===== config.mk =====
export PLATFORM = sky130hd
export DESIGN_NAME = pwm_multi
export DESIGN_NICKNAME = d
export VERILOG_FILES = /design/src/rtl/pwm_pkg.sv /design/src/rtl/pwm_timebase.sv /design/src/rtl/pwm_multi.sv
export SDC_FILE = /design/constraint.sdc
export NUM_CORES = 1
export LEC_CHECK = 0
export ABC_AREA = 1
export CAP_MARGIN = 20
export CORE_MARGIN = 3
export CORE_UTILIZATION = 40
export CTS_BUF_LIST = sky130_fd_sc_hd__clkbuf_8
export DETAILED_ROUTE_END_ITERATION = 8
export PLACE_DENSITY = 0.64
export SLEW_MARGIN = 20
export SYNTH_ARGS = -nofsm -noshare
export SYNTH_HDL_FRONTEND = slang
export SYNTH_HIERARCHICAL = 1
export SYNTH_SLANG_ARGS = --single-unit

===== constraint.sdc =====
create_clock -name clk -period 2.2 [get_ports clk]
set_clock_uncertainty 0.05 [all_clocks]
set_input_delay 0.44 -clock clk [delete_from_list [all_inputs] [get_ports clk]]
set_output_delay 0.44 -clock clk [all_outputs]
set_load 0.01 [all_outputs]

===== src/rtl/pwm_pkg.sv =====
// rtl/pwm_pkg.sv - shared encodings and default sizes for the multi-channel PWM
package pwm_pkg;

  localparam int DEFAULT_WIDTH    = 8;
  localparam int DEFAULT_CHANNELS = 4;

  typedef enum logic {
    PWM_EDGE   = 1'b0,
    PWM_CENTER = 1'b1
  } pwm_mode_e;

  typedef enum logic {
    DIR_UP   = 1'b0,
    DIR_DOWN = 1'b1
  } pwm_dir_e;

endpackage


===== src/rtl/pwm_timebase.sv =====
// rtl/pwm_timebase.sv - shared PWM counter, period boundary detection and period/mode transfer
module pwm_timebase
  import pwm_pkg::*;
#(
  parameter int WIDTH = DEFAULT_WIDTH
) (
  input  logic             clk,
  input  logic             reset,
  input  logic             enable,
  input  logic             cfg_we,
  input  logic [WIDTH-1:0] cfg_period,
  input  logic             cfg_center,
  output logic [WIDTH-1:0] count,
  output logic             boundary,
  output logic             period_tick,
  output logic             update_pending
);

  logic [WIDTH-1:0] count_q, count_d;
  logic [WIDTH-1:0] period_q, period_d;
  logic [WIDTH-1:0] shadow_period_q, shadow_period_d;
  pwm_dir_e         dir_q, dir_d;
  pwm_mode_e        mode_q, mode_d;
  pwm_mode_e        shadow_mode_q, shadow_mode_d;
  logic             pending_q, pending_d;
  logic             tick_q, tick_d;

  always_ff @(posedge clk) begin
    if (reset) begin
      count_q         <= '0;
      period_q        <= '0;
      shadow_period_q <= '0;
      dir_q           <= DIR_UP;
      mode_q          <= PWM_EDGE;
      shadow_mode_q   <= PWM_EDGE;
      pending_q       <= 1'b0;
      tick_q          <= 1'b0;
    end else begin
      count_q         <= count_d;
      period_q        <= period_d;
      shadow_period_q <= shadow_period_d;
      dir_q           <= dir_d;
      mode_q          <= mode_d;
      shadow_mode_q   <= shadow_mode_d;
      pending_q       <= pending_d;
      tick_q          <= tick_d;
    end
  end

  // A disabled timebase sits at a boundary every cycle so pending config lands immediately.
  always_comb begin
    boundary = 1'b1;
    if (enable) begin
      if (mode_q == PWM_EDGE) begin
        boundary = (count_q == period_q);
      end else begin
        boundary = (period_q == '0) ||
                   ((count_q == WIDTH'(1)) && ((dir_q == DIR_DOWN) || (period_q == WIDTH'(1))));
      end
    end
  end

  always_comb begin
    count_d = count_q;
    dir_d   = dir_q;
    if (boundary) begin
      count_d = '0;
      dir_d   = DIR_UP;
    end else if (mode_q == PWM_EDGE) begin
      count_d = count_q + WIDTH'(1);
    end else if (dir_q == DIR_UP) begin
      if (count_q == period_q) begin
        count_d = count_q - WIDTH'(1);
        dir_d   = DIR_DOWN;
      end else begin
        count_d = count_q + WIDTH'(1);
      end
    end else begin
      count_d = count_q - WIDTH'(1);
    end
  end

  // A write landing on the boundary goes straight through to the active set.
  always_comb begin
    shadow_period_d = cfg_we ? cfg_period : shadow_period_q;
    shadow_mode_d   = cfg_we ? pwm_mode_e'(cfg_center) : shadow_mode_q;
    period_d        = period_q;
    mode_d          = mode_q;
    if (boundary && (pending_q || cfg_we)) begin
      period_d = shadow_period_d;
      mode_d   = shadow_mode_d;
    end
    pending_d = boundary ? 1'b0 : (pending_q || cfg_we);
    tick_d    = boundary;
  end

  always_comb begin
    count          = count_q;
    period_tick    = tick_q & enable;
    update_pending = pending_q;
  end

endmodule


===== src/rtl/pwm_multi.sv =====
// rtl/pwm_multi.sv - multi-channel PWM with double-buffered duty and a shared timebase
module pwm_multi
  import pwm_pkg::*;
#(
  parameter int WIDTH    = DEFAULT_WIDTH,
  parameter int CHANNELS = DEFAULT_CHANNELS
) (
  input  logic                      clk,
  input  logic                      reset,
  input  logic                      enable,
  input  logic                      cfg_we,
  input  logic [WIDTH-1:0]          cfg_period,
  input  logic [CHANNELS*WIDTH-1:0] cfg_duty,
  input  logic                      cfg_center,
  output logic [CHANNELS-1:0]       pwm_out,
  output logic                      period_tick,
  output logic                      update_pending
);

  logic [WIDTH-1:0]          count;
  logic                      boundary;
  logic [CHANNELS*WIDTH-1:0] duty_shadow_q, duty_shadow_d;
  logic [CHANNELS*WIDTH-1:0] duty_active_q, duty_active_d;
  logic [CHANNELS-1:0]       pwm_q, pwm_d;

  pwm_timebase #(
    .WIDTH (WIDTH)
  ) u_timebase (
    .clk            (clk),
    .reset          (reset),
    .enable         (enable),
    .cfg_we         (cfg_we),
    .cfg_period     (cfg_period),
    .cfg_center     (cfg_center),
    .count          (count),
    .boundary       (boundary),
    .period_tick    (period_tick),
    .update_pending (update_pending)
  );

  always_ff @(posedge clk) begin
    if (reset) begin
      duty_shadow_q <= '0;
      duty_active_q <= '0;
      pwm_q         <= '0;
    end else begin
      duty_shadow_q <= duty_shadow_d;
      duty_active_q <= duty_active_d;
      pwm_q         <= pwm_d;
    end
  end

  // Duty follows the same transfer rule the timebase applies to period and mode.
  always_comb begin
    duty_shadow_d = cfg_we ? cfg_duty : duty_shadow_q;
    duty_active_d = duty_active_q;
    if (boundary && (update_pending || cfg_we)) begin
      duty_active_d = duty_shadow_d;
    end
  end

  always_comb begin
    pwm_d = '0;
    for (int i = 0; i < CHANNELS; i++) begin
      pwm_d[i] = enable && (count < duty_active_q[i*WIDTH +: WIDTH]);
    end
  end

  assign pwm_out = pwm_q;

endmodule


==> reports/metrics.cfg <==
[logic_synthesis]
syn-num-nets=719
syn_inst=643
netlist_area_um2=4857
synth_warnings=6
ys_seq_area_frac=0.3998
syn_area_per_cell_um2=7.554
ys_types=28
ys_seq_elements=97

[worst_setup_path]
cp_top_family=buffers and inverters
worstPathRequired_ns=1.71
slowest_stage=clkdlybuf4s50_1
cp_common_cell=clkdlybuf4s50_1
startpoint_type=input pin
cp-end-kind=output port
timing.rr.start=u_timebase/count[7]
crit_start=enable
critPathMaxFanout=2
worst-path-buf-inv=3
crit_chain=clkdlybuf4s50_1, nand2_1, inv_1, clkdlybuf4s50_1
crit_type=in2out
critPathMaxStageDelay_ns=0.53
arrival_ns=1.55

[routing]
drc=0
wl_um=9650
wl_per_cell_um=11.54
drtIter0Drc=125
ant_nets=0
first_pass_iters=4
viasPerCell=4.663
vias=3898

[hold_path]
hp-start=cfg_we
min_path_type=in2reg

[clocking]
postCtsHoldBufs=0
htreeDepth=3
clock_sinks=97
clk_latency_ns=0.36
cts_made_buffers=9
post_cts_resized=0
clk_pin_slew_ns=0.09
postCtsSetupRepairBufs=0
clk_path_buf_depth=2
cts-root-buf=clkbuf_8
cts_tree=done

[placed_design]
dp_cells=822
gp_congestion=0.8646
port_buffers=50
place_ws_ns=0.1525
placed_area_um2=5472
hpwlAfterDp_um=7164

[sta]
tns_ns=0
maxSlewViolCount=0
period_needed_ns=2.041
post-route-period-util=0.9278
fin_ws_ns=0.1588
hold_viol_final=0
tightest_slew_ns=0.5916
rsz0062_at_grt=no
clock.fmax_mhz=489.9
max-slew-margin-rel=0.6046
setup-violations-final=0

[global_routing]
antenna_found_initial=0
first_global_vias=3679
overflow=0
track_usage=0.1524
grt_pass1_wl_um=16590
grt_max_degree=65

[finish]
syn2layout_area_growth_pct=16.74
multiInputGateArea_um2=2316
instances_no_fill=836
finalNetCount=766
regArea_um2=1942
nFillCells=1129
fin_area_um2=5670
final_common_cell=nand2_1
final_cell_mix=nand2_1, inv_1, nor2_1, dfxtp_1, clkdlybuf4s50_1
fin_util=0.4862
layout-drive-gt1-share=0.07937
n_antenna_cell=0

[floorplanning]
fp.dieArea_um2=13500
num_io_pins=51
core_um2=11660
chipWidth_um=116.2
die_y_um=116.2
initial_core_util=0.4165
num_rows=39

[job]
max_cap_viol_count=0

[power]
leakagePower_nw=2.666
ir_drop_uv=276.5
cellPowerDensity_nw_per_um2=760.3

[outcome]
outcome=finished clean

## kinds of logic after synthesis
family,synth area share
xor+xnor,0.01443
mux,0.01855
fa+ha+maj,0.07986
compound gates,0.1445
flops,0.3998
buf+inv,0.1234
simple gates,0.2195
## power by group
| part | leakage [nW] | internal (mW) | total [mW] | switching (mW) |
|---|---|---|---|---|
| Combinational | 1.76 | 0.456 | 1.07 | 0.611 |
| Sequential | 0.803 | 1.94 | 2.03 | 0.0908 |
| Clock | 0.104 | 0.620 | 1.21 | 0.594 |
## cell type report
| class | instances | share of cell area |
|---|---|---|
| clock inverters | 5 | 0.01324 |
| well taps | 143 | 0.03155 |
| inverters | 107 | 0.07083 |
| flip-flops and latches | 97 | 0.3425 |
| repair buffers | 64 | 0.1117 |
| multi-input cells | 411 | 0.4084 |
| clock buffers | 9 | 0.02184 |
## path summary, 6_finish.rpt
check | to | slack, ns | cells after the start
worst min-delay path | u_timebase/update_pending | 0.37 | 3
worst max-delay path | period_tick | 0.16 | 4
worst max register to register | duty_active_q[4] | 0.29 | 13
worst min register to register | duty_active_q[9] | 0.43 | 2
## sequential cells by signal (all words and copies together), names as in the netlist
| register | flops |
|---|---|
| duty_active_q | 32 |
| duty_shadow_q | 32 |
| u_timebase/count | 8 |
| u_timebase/period_q | 8 |
| u_timebase/shadow_period_q | 8 |
| pwm_out | 4 |
| u_timebase/dir_q | 1 |
| u_timebase/mode_q | 1 |
| u_timebase/shadow_mode_q | 1 |
| u_timebase/tick_q | 1 |
| u_timebase/update_pending | 1 |
## metrics by stage
| step | hold WS [ns] | power [mW] |
|---|---|---|
| floorplan | 0.4033 | 2.864 |
| global placement | 0.4156 | 3.107 |
| detailed placement | 0.4222 | 3.145 |
| CTS | 0.3515 | 4.364 |
| global route | 0.3767 | 4.602 |
| finish | 0.3678 | 4.311 |
## synth_stat cells, drive strengths merged
cell      n  share of area
o21a     18          0.028
a21oi    29          0.030
o21ai    20          0.023
buf      21          0.035
clkinv    1        0.00077
nor2    105          0.082
dfxtp    97           0.40
nor3      4         0.0052
a211oi   32          0.064
nand3    28          0.030
inv     106          0.082
xor2      5         0.0090
nand2   126           0.10
xnor2     3         0.0054
clkbuf    7         0.0054
mux2i     9          0.019
nand4     1         0.0013
ha       31          0.080
## worst reg2reg max path: stages (launching register included)
cell and delay [ns]:
dfxtp_1 0.56, nand2_1 0.09, nand2_1 0.08, nand2_1 0.05, nor2_1 0.12, nand2_2 0.09, nand2_2 0.07, nand2_2 0.09
nand2_4 0.08, o21ai_4 0.07, inv_2 0.07, buf_12 0.17, nor2_1 0.07, a211oi_1 0.16
## routing by layer
layer	part of all wire	global-route usage	wire length, um
met5	0	0	0
met4	0.016	0.04872	150
met3	0.043	0.03005	414
met2	0.47	0.2539	4523
met1	0.47	0.1994	4562
(Power assumes the default switching activity.)
